### src/rtl/test_pkg_a.sv
// Shared types for the hero write receive path.
//   HERO_WIDTH    : width of the hero write data bus
//   CYCLE_TYPE_E  : hero bus cycle encoding (4 bits; 3..15 are illegal)
//   hero_write_t  : hero write bus {cycle_type, wdat, clk_en}
//   rx_state_e    : receive FSM states
//   rx_entry_t    : FIFO entry {err, last, dat}
package test_pkg_a;

    localparam int HERO_WIDTH = 8;

    typedef enum logic [3:0] {
        _E_IDLE  = 4'd0,
        _E_VALID = 4'd1,
        _E_DONE  = 4'd2
    } CYCLE_TYPE_E;

    typedef struct packed {
        CYCLE_TYPE_E           cycle_type;
        logic [HERO_WIDTH-1:0] wdat;
        logic                  clk_en;
    } hero_write_t;

    typedef enum logic [1:0] {
        ST_IDLE   = 2'd0,
        ST_ACTIVE = 2'd1,
        ST_DROP   = 2'd2
    } rx_state_e;

    typedef struct packed {
        logic                  err;
        logic                  last;
        logic [HERO_WIDTH-1:0] dat;
    } rx_entry_t;

    localparam int RX_ENTRY_W = $bits(rx_entry_t);

endpackage

### src/rtl/hero_rx_fifo.sv
// Synchronous FIFO with registered storage.
//   clk, rst_n : clock, asynchronous active-low reset (flushes contents)
//   push/push_dat : write request; ignored when full unless popping the same cycle
//   pop        : read request; ignored when empty
//   head_dat   : current head entry, straight from storage flops
//   full/empty/count : occupancy status
module hero_rx_fifo #(
    parameter int WIDTH = 10,
    parameter int DEPTH = 8
) (
    input  logic                     clk,
    input  logic                     rst_n,
    input  logic                     push,
    input  logic [WIDTH-1:0]         push_dat,
    input  logic                     pop,
    output logic [WIDTH-1:0]         head_dat,
    output logic                     full,
    output logic                     empty,
    output logic [$clog2(DEPTH):0]   count
);

    localparam int AW = $clog2(DEPTH);
    localparam logic [AW:0] DEPTH_CNT = DEPTH[AW:0];

    logic [WIDTH-1:0] mem_q [DEPTH];
    logic [AW-1:0]    wr_ptr_q, wr_ptr_d;
    logic [AW-1:0]    rd_ptr_q, rd_ptr_d;
    logic [AW:0]      cnt_q, cnt_d;
    logic             do_push, do_pop;

    assign empty    = (cnt_q == '0);
    assign full     = (cnt_q == DEPTH_CNT);
    assign count    = cnt_q;
    assign head_dat = mem_q[rd_ptr_q];

    assign do_pop  = pop && !empty;
    assign do_push = push && (!full || do_pop);

    always_comb begin
        wr_ptr_d = wr_ptr_q;
        rd_ptr_d = rd_ptr_q;
        cnt_d    = cnt_q;
        if (do_push) wr_ptr_d = wr_ptr_q + 1'b1;
        if (do_pop)  rd_ptr_d = rd_ptr_q + 1'b1;
        if (do_push && !do_pop)      cnt_d = cnt_q + 1'b1;
        else if (do_pop && !do_push) cnt_d = cnt_q - 1'b1;
    end

    always_ff @(posedge clk or negedge rst_n) begin
        if (!rst_n) begin
            wr_ptr_q <= '0;
            rd_ptr_q <= '0;
            cnt_q    <= '0;
            for (int i = 0; i < DEPTH; i++) mem_q[i] <= '0;
        end else begin
            wr_ptr_q <= wr_ptr_d;
            rd_ptr_q <= rd_ptr_d;
            cnt_q    <= cnt_d;
            if (do_push) mem_q[wr_ptr_q] <= push_dat;
        end
    end

endmodule

### src/rtl/hero_write_rx.sv
// Hero write bus receiver: frames VALID/DONE beats into transactions and
// queues them as {err, last, dat} beats for a valid/ready consumer.
//   clk, rst_n : clock, asynchronous active-low reset
//   hero_wr    : hero write bus (no backpressure)
//   out_vld/out_rdy/out_dat/out_last/out_err : downstream beat stream
//   txn_cnt    : transactions delivered (beats transferred with out_last=1)
//   ovf_err/len_err/proto_err : sticky error flags, cleared by err_clr
module hero_write_rx
    import test_pkg_a::*;
#(
    parameter int DEPTH     = 8,
    parameter int MAX_BEATS = 16
) (
    input  logic                  clk,
    input  logic                  rst_n,
    input  hero_write_t           hero_wr,
    output logic                  out_vld,
    input  logic                  out_rdy,
    output logic [HERO_WIDTH-1:0] out_dat,
    output logic                  out_last,
    output logic                  out_err,
    output logic [15:0]           txn_cnt,
    output logic                  ovf_err,
    output logic                  len_err,
    output logic                  proto_err,
    input  logic                  err_clr
);

    localparam int BW = $clog2(MAX_BEATS + 1);
    localparam logic [BW-1:0] MAX_CNT = BW'(MAX_BEATS);

    rx_state_e       state_q, state_d;
    logic [BW-1:0]   beat_cnt_q, beat_cnt_d;
    logic            term_pend_q, term_pend_d;
    logic [15:0]     txn_cnt_q, txn_cnt_d;
    logic            ovf_q, ovf_d, len_q, len_d, proto_q, proto_d;

    logic            beat, is_done, illegal;
    logic            fifo_push, fifo_pop, fifo_full, fifo_empty, space;
    rx_entry_t       push_ent, head;
    logic            ovf_set, len_set;
    logic [$clog2(DEPTH):0] fifo_count;

    assign is_done = (hero_wr.cycle_type == _E_DONE);
    assign beat    = hero_wr.clk_en &&
                     (hero_wr.cycle_type == _E_VALID || hero_wr.cycle_type == _E_DONE);
    assign illegal = hero_wr.clk_en &&
                     !(hero_wr.cycle_type inside {_E_IDLE, _E_VALID, _E_DONE});

    // Outputs come only from FIFO flops; zeroed while empty.
    assign out_vld  = !fifo_empty;
    assign out_dat  = fifo_empty ? '0 : head.dat;
    assign out_last = !fifo_empty && head.last;
    assign out_err  = !fifo_empty && head.err;
    assign fifo_pop = out_vld && out_rdy;
    // A slot frees up this cycle if the head is being consumed.
    assign space    = !fifo_full || fifo_pop;

    always_comb begin
        state_d     = state_q;
        beat_cnt_d  = beat_cnt_q;
        term_pend_d = term_pend_q;
        fifo_push   = 1'b0;
        push_ent    = '0;
        ovf_set     = 1'b0;
        len_set     = 1'b0;

        // Pending terminator owns the free slot ahead of any incoming beat.
        if (term_pend_q && space) begin
            fifo_push     = 1'b1;
            push_ent.err  = 1'b1;
            push_ent.last = 1'b1;
            term_pend_d   = 1'b0;
        end

        if (beat) begin
            if (state_q == ST_DROP) begin
                if (is_done) state_d = ST_IDLE;
            end else if (fifo_push || !space) begin
                // No slot for this beat: abandon the transaction and owe a
                // terminator. Later drops before it lands share the same one.
                ovf_set     = 1'b1;
                term_pend_d = 1'b1;
                state_d     = is_done ? ST_IDLE : ST_DROP;
            end else begin
                fifo_push    = 1'b1;
                push_ent.dat = hero_wr.wdat;
                if (state_q == ST_IDLE) begin
                    beat_cnt_d    = BW'(1);
                    push_ent.last = is_done;
                    state_d       = is_done ? ST_IDLE : ST_ACTIVE;
                end else begin
                    beat_cnt_d = beat_cnt_q + 1'b1;
                    if (is_done) begin
                        push_ent.last = 1'b1;
                        state_d       = ST_IDLE;
                    end else if (beat_cnt_q + 1'b1 == MAX_CNT) begin
                        // Length limit reached: close it out as errored and
                        // swallow the remainder up to DONE.
                        push_ent.last = 1'b1;
                        push_ent.err  = 1'b1;
                        len_set       = 1'b1;
                        state_d       = ST_DROP;
                    end
                end
            end
        end

        txn_cnt_d = txn_cnt_q;
        if (fifo_pop && head.last) txn_cnt_d = txn_cnt_q + 16'd1;

        // Set wins over a same-cycle clear.
        ovf_d   = (ovf_q   && !err_clr) || ovf_set;
        len_d   = (len_q   && !err_clr) || len_set;
        proto_d = (proto_q && !err_clr) || illegal;
    end

    always_ff @(posedge clk or negedge rst_n) begin
        if (!rst_n) begin
            state_q     <= ST_IDLE;
            beat_cnt_q  <= '0;
            term_pend_q <= 1'b0;
            txn_cnt_q   <= '0;
            ovf_q       <= 1'b0;
            len_q       <= 1'b0;
            proto_q     <= 1'b0;
        end else begin
            state_q     <= state_d;
            beat_cnt_q  <= beat_cnt_d;
            term_pend_q <= term_pend_d;
            txn_cnt_q   <= txn_cnt_d;
            ovf_q       <= ovf_d;
            len_q       <= len_d;
            proto_q     <= proto_d;
        end
    end

    assign txn_cnt   = txn_cnt_q;
    assign ovf_err   = ovf_q;
    assign len_err   = len_q;
    assign proto_err = proto_q;

    logic [RX_ENTRY_W-1:0] head_raw;
    assign head = rx_entry_t'(head_raw);

    hero_rx_fifo #(
        .WIDTH(RX_ENTRY_W),
        .DEPTH(DEPTH)
    ) u_fifo (
        .clk     (clk),
        .rst_n   (rst_n),
        .push    (fifo_push),
        .push_dat(push_ent),
        .pop     (fifo_pop),
        .head_dat(head_raw),
        .full    (fifo_full),
        .empty   (fifo_empty),
        .count   (fifo_count)
    );

endmodule

### config.mk
export PLATFORM = sky130hd
export DESIGN_NAME = hero_write_rx
export DESIGN_NICKNAME = d
export VERILOG_FILES = /design/src/rtl/test_pkg_a.sv /design/src/rtl/hero_rx_fifo.sv /design/src/rtl/hero_write_rx.sv
export SDC_FILE = /design/constraint.sdc
export NUM_CORES = 1
export LEC_CHECK = 0
export CORE_MARGIN = 3
export CORE_UTILIZATION = 40
export CTS_BUF_LIST = sky130_fd_sc_hd__clkbuf_8
export DETAILED_ROUTE_END_ITERATION = 8
export SETUP_SLACK_MARGIN = 0.1
export SLEW_MARGIN = 10
export SYNTH_ARGS = -nofsm -noshare
export SYNTH_HDL_FRONTEND = slang
export SYNTH_SLANG_ARGS = --single-unit
### constraint.sdc
create_clock -name clk -period 3.2 [get_ports clk]
set_clock_uncertainty 0.2 [all_clocks]
set_input_delay 0.64 -clock clk [delete_from_list [all_inputs] [get_ports clk]]
set_output_delay 0.64 -clock clk [all_outputs]
set_load 0.01 [all_outputs]
Yosys cells after proc, flatten, opt, wreduce, memory -nomap -nowiden --
Cells that the tools add are included.
Storage, ports and cells: flip-flop bits (word level) 117, bits of input ports 17, output and inout bits 30, word-level logic and storage cells 118
Operators by class: add/sub/neg operators 6, order comparisons 3, equality and inequality tests 6, muxes and demuxes 44, bitwise gates (word level) 4, reduce and logical (&&, ||, !) cells 37
Operators by type and width (count):
- $bwmux W80 | 1
- $mux W10 | 6
- $bmux W10 S3 | 1
- $demux W10 S3 | 1
- $mux W1 | 22
- $mux W2 | 9
- $add A16 B1 Y16 const B | 1
- $logic_and A1 B1 Y1 | 15
- $ge A4 B4 Y1 const B | 2
- $logic_not A4 Y1 | 2
- $mux W4 | 2
- $mux W8 | 1
- $not A3 Y4 | 2
- $logic_not A1 Y1 | 7
- $logic_or A1 B1 Y1 | 7
- $add A3 B1 Y3 const B | 2
- $reduce_and A3 Y1 | 2
- $add A5 B1 Y5 const B | 1
- $eq A5 B5 Y1 const B | 1
- $mux W5 | 1
- $add A4 B1 Y4 const B | 1
- $eq A4 B1 Y1 const B | 1
- $eq A4 B2 Y1 const B | 1
- $eq A4 B4 Y1 const B | 1
- 9 further kinds | 10

Depth between registers and ports, before layout --
Gate-level depths: netlist (run 1).
depth after elaboration 15, depth in mapped cells 12, mapped depth without buffers 12

Cells and area by module --
A second synthesis (run 1) with hierarchy kept.
Second synthesis, totals: cell total of the unflattened synthesis 433, area, all modules 5938.2 sq um
Modules (own cells, without submodules):
- hero_rx_fifo | times used 1, cells an instance 264, area each 4301.6 sq um, sequential area each 2252.2 sq um
- hero_write_rx | times used 1, cells an instance 169, area each 1636.6 sq um, sequential area each 675.6 sq um

Worst setup path after synthesis (run 1) --
No wires, ideal clock.
kind input to register, start in hero_wr[9] (netlist name), end reg u_fifo.cnt_q[3] (netlist: u_fifo.count[3]), arrival time 2.512 ns, setup slack 0.363 ns, stages on the path 12, buffers on the path 0, cell sequence xor2_1 -> and3_4 -> o21ai_4 -> inv_4 -> ha_1 -> inv_1 -> ha_1 -> a21o_1 -> a21oi_1 -> xnor2_1 -> nor2_1 -> xor2_1
Between the ends: cells in the longest elaborated chain, start to end 8
RTL lines:
- start, declared | line hero_write_rx.sv:16 | input hero_write_t hero_wr,
- $eq A4 B1 Y1 / $eq A4 B2 Y1 (equally long branches) | line hero_write_rx.sv:46 | (hero_wr.cycle_type == _E_VALID || hero_wr.cycle_type == _E_DONE);
- $logic_or A1 B1 Y1 * | line hero_write_rx.sv:46
- $logic_and A1 B1 Y1 * | line hero_write_rx.sv:45 | assign beat = hero_wr.clk_en &&
- $mux W1 * | line hero_write_rx.sv:76 | if (beat) begin
- $logic_and A1 B1 Y1 * | line hero_rx_fifo.sv:37 | assign do_push = push && (!full || do_pop);
- net u_fifo.do_push | line hero_rx_fifo.sv:29 | logic do_push, do_pop;
- $logic_not A1 Y1 | line hero_rx_fifo.sv:46 | else if (do_pop && !do_push) cnt_d = cnt_q - 1'b1;
- $logic_and A1 B1 Y1 | line hero_rx_fifo.sv:46
- $reduce_bool A2 Y1 (no line)
- end signal, assigned | line hero_rx_fifo.sv:58 | cnt_q <= cnt_d;
- end, declared | line hero_rx_fifo.sv:28 | logic [AW:0] cnt_q, cnt_d;
Mark *: on every way through the listed nets, which the timed path passes. The rest lies on a longest branch. A chain may end at the register's enable or synchronous reset.

Worst setup path in the final report (run 1) --
start reg u_fifo.rd_ptr_q[0], end out out_dat[0]
Between the ends: cells in the longest elaborated chain, start to end 5
RTL lines:
- start, declared | line hero_rx_fifo.sv:27 | logic [AW-1:0] rd_ptr_q, rd_ptr_d;
- start signal, assigned | line hero_rx_fifo.sv:57 | rd_ptr_q <= rd_ptr_d;
- $not A3 Y4 (not written as such) | line hero_rx_fifo.sv:34 | assign head_dat = mem_q[rd_ptr_q];
- $bmux W10 S3 | line hero_rx_fifo.sv:34
- $mux W10 (not written as such) (2 in a row) | line hero_rx_fifo.sv:34
- $mux W8 | line hero_write_rx.sv:52 | assign out_dat = fifo_empty ? '0 : head.dat;
- end, declared | line hero_write_rx.sv:19 | output logic [HERO_WIDTH-1:0] out_dat,
No other way between the ends. The select of a mux whose other input is x is not followed.

==> results.md, run 1 <==
- Via count: 3612
- Most frequent cell after synthesis: dfrtp_1
- IO Pins: 47
- Vias in the first global route: 3966
- Post-Place Cells: 652
- Max Slew Vio Count: 0
- Setup crit end kind: primary output
- Power Total: 4.139 mW
- Largest cells by area after synthesis: dfrtp_1 (52%), mux2_2 (16%), mux4_2 (7.6%)
- Core area: 0.01356 mm²
- H-tree depth: 4
- Layout cells sized above 1: 36.91%
- Status: finished, final reports clean
- CP peak stage delay: 0.51 ns
- Hold WC Path Type: in -> async
- Synth unique cells: 52
- Initial DRC Count: 179
- Arrival @ worst endpoint: 2.14 ns
- Fillers: 1195
- Final setup fails: 0
- CP Data Required Time: 2.36 ns
- Critical path, cell by cell: buf_12 -> mux4_2 -> mux2i_1 -> nor2_1 -> dlygate4sd2_1
- Die Span Y: 125.0 µm
- Synth Register Bits: 117
- Cell family with most CP delay: multiplexers
- Post-Syn Area: 0.005660 mm²
- Bufs on Longest Clock Path: 2
- Mapped Cells: 423
- Drc violations: 0
- Worst setup margin: 0.2218 ns
- Final Instance Count excl. Fillers: 688
- Starting Density: 41.75%
- Pre-antenna DRT Iters: 4
- Largest net degree at the start of global routing: 57
- Fin crit period: 2.978 ns
- Max-cap violations: 0
- Syn Nets: 448
- Reg-to-Reg Start: u_fifo.count[0]
- Worst slew pin tran: 0.7540 ns
- Pwr per Cell Area: 592.8 mW/mm²
- RSZ-0062 raised after global routing: false
- HPWL Detailed: 8.420 mm
- R2R cell count: 12
- Levels on crit path: 5
- CP bufs+invs: 2
- GRT Residual Overflow: 0
- Peak supply drop: 273.3 µV
- Number of flops mapped to enable cells by yosys: 0
- Routability cong.: 0.8234
- Nets: 525
- Placement Setup Slack: -0.06151 ns
- Pleak: 3.336 nW
- Clock root cell: clkbuf_8
- Asr flop ratio synth: 100.0%
- Routed len/inst: 18.19 µm
- Hold slack: 0.07648 ns
- RR Endpoint: u_fifo.count[3]
- Fmax: 335.8 MHz
- Sequential-to-total area share from yosys stat: 51.72%
- Clock sink count: 117
- Final hold violations: 0
- IO Port Bufs: 46
- Fin crit share: 93.07%
- Initial antenna violation count: 0
- Synthesized area per cell: 13.38 µm²
- Slowest CP cell: mux4_2
- Share of the synthesized area in the top cell type: 51.72%
- Rel. slew slack: 49.20%
- Clock transition at path regs: 0.07 ns
- DRT antenna net count: 0
- Final core utilization: 51.50%
- Worst Setup Path Type: reg -> out
- Yosys top cell by area: dfrtp_1
- First-pass GRT wire length: 21.09 mm
- GRT Util Overall: 17.19%
- CP startpoint kind: flop
- Die area: 0.01562 mm²
- Yosys warning count: 0
- Area grow syn2layout: 23.36%
- Worst Path Max Fanout: 9
- Clock insertion delay at the later pin of the skew report: 0.43 ns
- Top FF cell, synth: dfrtp_1
- Routed vias/inst: 5.250
- Post-Route WL: 12.52 mm
- Most instantiated cells after synthesis: dfrtp_1 (117), mux2_2 (81), nor2_1 (22), nand3_1 (21), mux4_2 (19)
- CTS Buf Count: 17
- CTS tree: done
- Die Width: 125.0 µm
- Num rows: 42
- Hold buffer count at cts: 0
- R2r setup slk: 0.48 ns
- Diodes inserted: 0
-- placed cells by master (no fill, tap or decap), types with 16 or more instances in the layout --
cell type / n
nand3_1: 21
nor2_1: 22
dfrtp_1: 115
xnor2_1: 18
clkdlybuf4s50_1: 35
clkbuf_8: 17
nand2_1: 16
mux2_2: 81
buf_4: 36
mux4_2: 19
-- state kept, by name, indices dropped and copies added (netlist names), 2 cells and up --
| name | flops |
|---|---|
| u_fifo.count | 4 |
| u_fifo.wr_ptr_q | 3 |
| txn_cnt | 16 |
| u_fifo.rd_ptr_q | 3 |
| u_fifo.mem_q | 80 |
| beat_cnt_q | 5 |
| state_q | 2 |
-- area by class of cell --
cell class	count	area [µm²]	area share (%)
multi-input cells	272	2597	37.20
clock buffers	17	234.0	3.351
clock inverters	14	192.7	2.759
well taps	176	220.2	3.154
flip-flops and latches	117	2930	41.96
inverters	8	32.53	0.4659
repair buffers	84	775.7	11.11
-- layer usage --
metal / wire [µm] / track usage (%)
met2: 6201 / 28.22
met4: 129 / 4.401
met5: 0 / 0
met3: 547 / 4.989
met1: 5636 / 22.58
-- through the flow --
step / TNS (ns) / instance area [µm²]
after floorplan: 0 / 5660
after global placement: 0 / 6509
after detailed placement: -0.06151 / 6509
after CTS: 0 / 6983
after global routing: 0 / 6983
final: 0 / 6983
-- report_power, final --
group          total [mW]  internal (mW)  switching, mW
Clock                1.49          0.906          0.580
Combinational       0.906          0.456          0.450
Sequential           1.75           1.57          0.174
-- how the worst max path moves through the flow --
stage | startpoint | end | slack [ns]
4_1_cts | u_fifo.rd_ptr_q[0] | out_dat[0] | 0.18
5_1_grt | u_fifo.rd_ptr_q[0] | out_err | 0.12
6_report | u_fifo.rd_ptr_q[0] | out_dat[0] | 0.22
3_3_place_gp | hero_wr[10] | u_fifo.count[3] | 0.02
2_1_floorplan | hero_wr[9] | u_fifo.count[3] | 0.36
3_5_place_dp | hero_wr[10] | u_fifo.count[3] | -0.06
-- kinds of logic (layout without fill, tap and decap cells) --
logic type | count (synthesis) | after routing | synth area share (%)
AOI/OAI and AO/OA | 24 | 24 | 2.852
xor gates and xnor gates | 24 | 24 | 3.713
adders and majority gates | 8 | 8 | 1.901
buffers and inverters | 34 | 123 | 2.829
DFF | 117 | 117 | 51.72
muxes | 115 | 115 | 26.50
and+or+nand+nor | 101 | 101 | 10.48
-- timing repair --
item / in CTS / in global routing
resized for setup: 13 / 0
setup buffers: 4 / 0
endpoints found under the setup margin: 10 / 0
(Power assumes the default switching activity.)
==> run 2: changes to the inputs <==
--- a/config.mk
+++ b/config.mk
@@ -6,9 +6,10 @@
 export NUM_CORES = 1
 export LEC_CHECK = 0
 export CORE_MARGIN = 3
-export CORE_UTILIZATION = 40
+export CORE_UTILIZATION = 55
 export CTS_BUF_LIST = sky130_fd_sc_hd__clkbuf_8
 export DETAILED_ROUTE_END_ITERATION = 8
+export PLACE_DENSITY = 0.76
 export SETUP_SLACK_MARGIN = 0.1
 export SLEW_MARGIN = 10
 export SYNTH_ARGS = -nofsm -noshare
==> run 2 against run 1 <==
- final cell count down 7.0%
- first-iteration DRC count down 26%
- via count up 1.8%
- sequential cell count unchanged
==> results.md, run 2 (synthesis gave the netlist of run 1 again) <==
- Status: finished, final reports clean
- Most flop-heavy register: u_fifo.mem_q
- Final setup fails: 0 (unchanged)
- Worst Path Max Fanout: 10 (+1)
- Setup crit end kind: primary output
- DRT antenna net count: 0 (unchanged)
- Nets: 519 (-1.1%)
- Max-cap violations: 0 (unchanged)
- Post-Route WL: 11.97 mm (-4.3%)
- Num rows: 36 (-14%)
- Core area: 0.009910 mm² (-27%)
- Clock root cell: clkbuf_8
- Final Instance Count excl. Fillers: 640 (-7.0%)
- Clock sink count: 117 (unchanged)
- GRT Residual Overflow: 0 (unchanged)
- Worst slew pin tran: 0.7879 ns (+0.03398 ns)
- CP Data Required Time: 2.36 ns (about the same)
- Via count: 3678 (+1.8%)
- Largest net degree at the start of global routing: 82 (+44%)
- Final hold violations: 0 (unchanged)
- Routed vias/inst: 5.747 (+9.5%)
- Commonest non-fill, non-tap cell in the layout: dfrtp_1
- Max reg flops: 80 (unchanged)
- Routed len/inst: 18.71 µm (+2.8%)
- Layout cells sized above 1: 36.49% (-0.42 points)
- Hold slack: 0.2698 ns (+0.1933 ns)
- Final core utilization: 70.10% (+19 points)
- RR Endpoint: u_fifo.count[3]
- Clock transition at path regs: 0.07 ns (about the same)
- Diodes inserted: 0 (unchanged)
- IO Pins: 47 (unchanged)
- Worst Setup Path Type: reg -> out
- H-tree depth: 4 (unchanged)
- Initial DRC Count: 133 (-26%)
- Setup crit start: u_fifo.rd_ptr_q[0]
- Die Width: 107.4 µm (-14%)
- Most frequent cells in the layout: dfrtp_1 (115), mux2_2 (81), clkdlybuf4s50_1 (35), buf_4 (24), nor2_1 (22)
- Area grow syn2layout: 22.72%
- Pre-antenna DRT Iters: 4 (unchanged)
- Arrival @ worst endpoint: 2.19 ns (+0.05 ns)
- Rel. slew slack: 46.92% (-2.3 points)
- CTS tree: done
- Hold WC Path Type: reg -> reg
- R2R cell count: 12 (unchanged)
- RSZ-0062 raised after global routing: true
- Critical Path Sink: out_dat[5]
- Clock insertion delay at the later pin of the skew report: 0.42 ns (about the same)
- Pleak: 3.358 nW (+0.66%)
- GRT Util Overall: 22.47% (+5.3 points)
- Fin crit share: 94.57% (+1.5 points)
- Starting Density: 57.12% (+15 points)
- Pwr per Cell Area: 582.2 mW/mm² (-1.8%)
- R2r setup slk: 0.48 ns (about the same)
- Bufs on Longest Clock Path: 2 (unchanged)
- Die area: 0.01154 mm² (-26%)
- IO Port Bufs: 46 (unchanged)
- Met3 wire length: 520 µm (-4.9%)
- CTS Buf Count: 17 (unchanged)
- CP startpoint kind: flop
- Post-Place Cells: 602 (-7.7%)
- Routability cong.: 0.7461 (-9.4%)
- Drc violations: 0 (unchanged)
- DR top layer: met4
- Routed met1 length: 5.048 mm (-10%)
- Initial antenna violation count: 0 (unchanged)
- Peak supply drop: 320.6 µV (+17%)
- Die Span Y: 107.4 µm (-14%)
- Final setup TNS: 0 ns (unchanged)
- HPWL Detailed: 7.697 mm (-8.6%)
- Fmax: 330.4 MHz (-1.6%)
- Max Slew Vio Count: 0 (unchanged)
- First-pass GRT wire length: 19.52 mm (-7.5%)
- Vias in the first global route: 3761 (-5.2%)
- Reg-to-Reg Start: u_fifo.count[0]
- Routed wl met2: 6.287 mm (+1.4%)
- Fin crit period: 3.026 ns (+0.04814 ns)
[run 2: changes by cell type in the layout (fill, tap and decap cells not counted), moves of 5 or more]
cell and delta:
buf_4 -12, clkinv_2 -6, inv_6 +5, dlygate4sd2_1 -5, buf_12 +5, dlymetal6s2s_1 +5
[run 2: how the worst min path moves through the flow]
| stage | from | end | slack (ns) | cells past startpoint |
|---|---|---|---|---|
| 2_1_floorplan | rst_n | beat_cnt_q[0] | 0.14 | 0 |
| 3_3_place_gp | txn_cnt[15] | txn_cnt[15] | 0.26 | 1 |
| 3_5_place_dp | txn_cnt[15] | txn_cnt[15] | 0.26 | 1 |
| 4_1_cts | txn_cnt[15] | txn_cnt[15] | 0.28 | 1 |
| 5_1_grt | txn_cnt[15] | txn_cnt[15] | 0.29 | 1 |
| 6_report | txn_cnt[15] | txn_cnt[15] | 0.27 | 1 |
[run 2: worst max-delay path: stages, from the launching register on]
cell and delay (ns):
dfrtp_2 0.42, buf_4 0.14, buf_12 0.12, buf_16 0.15, mux4_2 0.43, mux2i_1 0.14
nor2_1 0.06, dlygate4sd2_1 0.29
[run 2: what timing repair did]
action	in CTS	in global routing
hold buffers	1	0
resized for setup	8	5
cloned	1	0
setup endpoints to repair	10	5
setup buffers	3	1
hold endpoints to repair	36	0
[run 2: layer usage]
layer	vias to the layer above	global-route usage, %
met3	12	4.619
li1	1694	-
met1	1896	28.71
met4	0	7.033
met2	76	38.65
met5	-	0
[run 2: layout make-up]
cell class                      instances  area (µm²)
Tap cell                              133       166.4
Sequential cell                       117        2930
Multi-Input combinational cell        272        2597
Timing Repair Buffer                   78       814.5
Clock inverter                         15       171.4
Clock buffer                           17       234.0
Inverter                                8       32.53
Fill cell                             689        2963
[run 2: power breakdown]
group          total (mW)  internal, mW  switching [mW]
sequential           1.72          1.57           0.151
clock                1.37         0.714           0.654
combinational       0.953         0.477           0.476
[run 2: stage by stage]
stage	instance area (µm²)	setup slack (ns)	total power [mW]
after global placement	6452	0.01792	2.568
after global routing	6947	0.04753	4.243
after floorplan	5660	0.3631	2.285
final	6947	0.1737	4.044
after detailed placement	6452	-0.06732	2.604
after CTS	6927	0.01381	4.073
==> run 3: changes to the inputs <==
--- a/config.mk
+++ b/config.mk
@@ -6,10 +6,10 @@
 export NUM_CORES = 1
 export LEC_CHECK = 0
 export CORE_MARGIN = 3
-export CORE_UTILIZATION = 55
+export CORE_UTILIZATION = 37
 export CTS_BUF_LIST = sky130_fd_sc_hd__clkbuf_8
 export DETAILED_ROUTE_END_ITERATION = 8
-export PLACE_DENSITY = 0.76
+export PLACE_DENSITY_LB_ADDON = 0.05
 export SETUP_SLACK_MARGIN = 0.1
 export SLEW_MARGIN = 10
 export SYNTH_ARGS = -nofsm -noshare
==> constraint.sdc (replaced) <==
create_clock -name clk -period 3.2 [get_ports clk]
set_clock_uncertainty 0.2 [all_clocks]
set_input_delay 0.96 -clock clk [delete_from_list [all_inputs] [get_ports clk]]
set_output_delay 0.96 -clock clk [all_outputs]
set_load 0.01 [all_outputs]
==> run 3 against run 2 <==
- first-iteration DRC count grew 65%
- worst setup slack lost 0.14 ns
- critical path depth is the same
- clock power shrank 10%
- maximum frequency shrank 4.4%
- critical endpoint is now out_dat[6]
- largest cell class unchanged
==> results.md, run 3 (synthesis gave the netlist of run 1 again) <==
- Status: finished, final reports clean
- First-pass GRT wire length: 21.65 mm (+11%)
- Final hold violations: 0 (unchanged)
- IO Pins: 47 (unchanged)
- Hold slack: 0.2616 ns (-0.008157 ns)
- Area after DPL: 0.006670 mm² (+3.4%)
- Area grow syn2layout: 26.72%
- IO Port Bufs: 46 (unchanged)
- Routed wl met2: 6.320 mm (+0.52%)
- Worst slew pin tran: 0.9633 ns (+0.1754 ns)
- Max reg flops: 80 (unchanged)
- GRT Util Overall: 17.11% (-5.4 points)
- Hold buffer count at cts: 0 (-1)
- Num rows: 44 (+22%)
- Routed met1 length: 6.287 mm (+25%)
- CTS Buf Count: 17 (unchanged)
- Core area: 0.01475 mm² (+49%)
- Design area: 0.007173 mm² (+3.3%)
- Via count: 3728 (+1.4%)
- CP startpoint kind: flop
- Vias in the first global route: 3774 (+0.35%)
- Most frequent cell on the critical path: buf_12
- Routed vias/inst: 5.163 (-10%)
- H-tree depth: 4 (unchanged)
- Pleak: 3.431 nW (+2.2%)
- Worst Path Max Fanout: 5 (-5)
- Pre-antenna DRT Iters: 5 (+1)
- DR top layer: met4
- Met3 wire length: 492 µm (-5.4%)
- Most flop-heavy register: u_fifo.mem_q
- Die area: 0.01682 mm² (+46%)
- Initial antenna violation count: 0 (unchanged)
- Starting Density: 38.36% (-19 points)
- Drc violations: 0 (unchanged)
- Max Slew Vio Count: 0 (unchanged)
- Initial DRC Count: 219 (+65%)
- Fillers: 1339 (+94%)
- DRT antenna net count: 0 (unchanged)
- Clock root cell: clkbuf_8
- Final setup TNS: 0 ns (unchanged)
- Critical path, cell by cell: buf_12 -> buf_12 -> buf_6 -> mux4_2 -> mux2i_1 -> nor2_1 -> buf_2
- Hold WC Path Type: in -> async
- Clock sink count: 117 (unchanged)
- Clock insertion delay at the later pin of the skew report: 0.42 ns (about the same)
- Rel. slew slack: 35.10% (-12 points)
- Pwr per Cell Area: 575.8 mW/mm² (-1.1%)
- Setup crit end kind: primary output
- Routability cong.: 0.7684 (+3.0%)
- Commonest non-fill, non-tap cell in the layout: dfrtp_1
- Post-Route WL: 13.25 mm (+11%)
- Area of the multi-input gates: 0.002615 mm² (+0.67%)
- Fmax: 315.8 MHz (-4.4%)
- CP Data Required Time: 2.04 ns (-0.32 ns)
- Largest net degree at the start of global routing: 59 (-28%)
- Worst setup margin: 0.03323 ns (-0.1404 ns)
- HPWL Detailed: 8.739 mm (+14%)
- Routed len/inst: 18.35 µm (-1.9%)
- Bufs on Longest Clock Path: 2 (unchanged)
- Diodes inserted: 0 (unchanged)
- CTS tree: done
- Peak supply drop: 353.1 µV (+10%)
- CP peak stage delay: 0.43 ns (about the same)
- Clock transition at path regs: 0.07 ns (about the same)
- Arrival @ worst endpoint: 2.01 ns (-0.18 ns)
- Slowest CP cell: dfrtp_2
- Max-cap violations: 0 (unchanged)
- Worst Setup Path Type: reg -> out
- Fin crit period: 3.167 ns (+0.1404 ns)
- Die Width: 129.7 µm (+21%)
- Nets: 551 (+6.2%)
- RSZ-0062 raised after global routing: true
- Die Span Y: 129.7 µm (+21%)
- Final setup fails: 0 (unchanged)
- Most frequent cells in the layout: dfrtp_1 (113), mux2_2 (81), buf_4 (53), clkdlybuf4s50_1 (35)
- Fin crit share: 98.96% (+4.4 points)
- Placement Setup Slack: -0.2557 ns (-0.1883 ns)
- GRT Residual Overflow: 0 (unchanged)
- Layout cells sized above 1: 42.19% (+5.7 points)
- Seq. cell area: 0.002933 mm² (about the same)
-- run 3: cell types whose count changed in the layout (fill, tap and decap cells not counted), sizes merged --
cell,before,now
bufinv,2,1
dlygate4sd3,1,0
buf,32,75
clkinvlp,3,0
clkbuf,17,21
inv,15,14
dlymetal6s2s,5,0
dlygate4sd2,5,0
-- run 3: per-layer routing --
layer | track usage (%) | vias to the layer above
met1 | 23.74 | 1904
met4 | 5.257 | 0
met3 | 4.204 | 10
li1 | - | 1739
met5 | 0 | -
met2 | 26.66 | 75
-- run 3: final cells by class --
type                            instances  share of cell area [%]
Inverter                                8                  0.4535
Clock inverter                         10                  0.9419
Multi-Input combinational cell        272                   36.46
Tap cell                              184                   3.209
Clock buffer                           21                   4.029
Sequential cell                       117                   40.89
Timing Repair Buffer                  110                   14.02
-- run 3: path summary, 6_finish.rpt --
check,startpoint,to,slack [ns],cells after the start
hold reg to reg,txn_cnt[15],txn_cnt[15],0.27,1
max in group asynchronous,rst_n,u_fifo.mem_q[53],1.76,2
setup / recovery,u_fifo.rd_ptr_q[0],out_dat[6],0.03,7
setup reg to reg,u_fifo.count[0],u_fifo.count[3],0.55,13
hold / removal,rst_n,txn_cnt[0],0.26,1
min in group clk,txn_cnt[15],txn_cnt[15],0.27,1
-- run 3: stage by stage --
step | power, mW | instances | utilization (%)
after floorplan | 2.295 | 423 | -
final | 4.130 | 722 | 48.62
after global placement | 2.646 | 676 | 45.21
after detailed placement | 2.650 | 676 | 45.21
after global routing | 4.375 | 722 | 48.62
after CTS | 4.176 | 719 | 48.53
-- run 3: worst max-delay path: cells and delay by family, from the launching register on --
family        cells  cell delay, ns
simple gates      1            0.06
flops             1            0.43
mux               2            0.57
buf+inv           4            0.53
-- run 3: timing repair --
item,CTS,global route
resized for setup,55,2
gates cloned,2,0
pin swaps,1,2
setup endpoints to repair,11,10
buffers inserted,10,4
-- run 3: where the power goes --
part	switching [mW]	total [mW]	internal (mW)
registers	0.184	1.76	1.58
logic	0.518	1.14	0.622
clock network	0.560	1.23	0.671
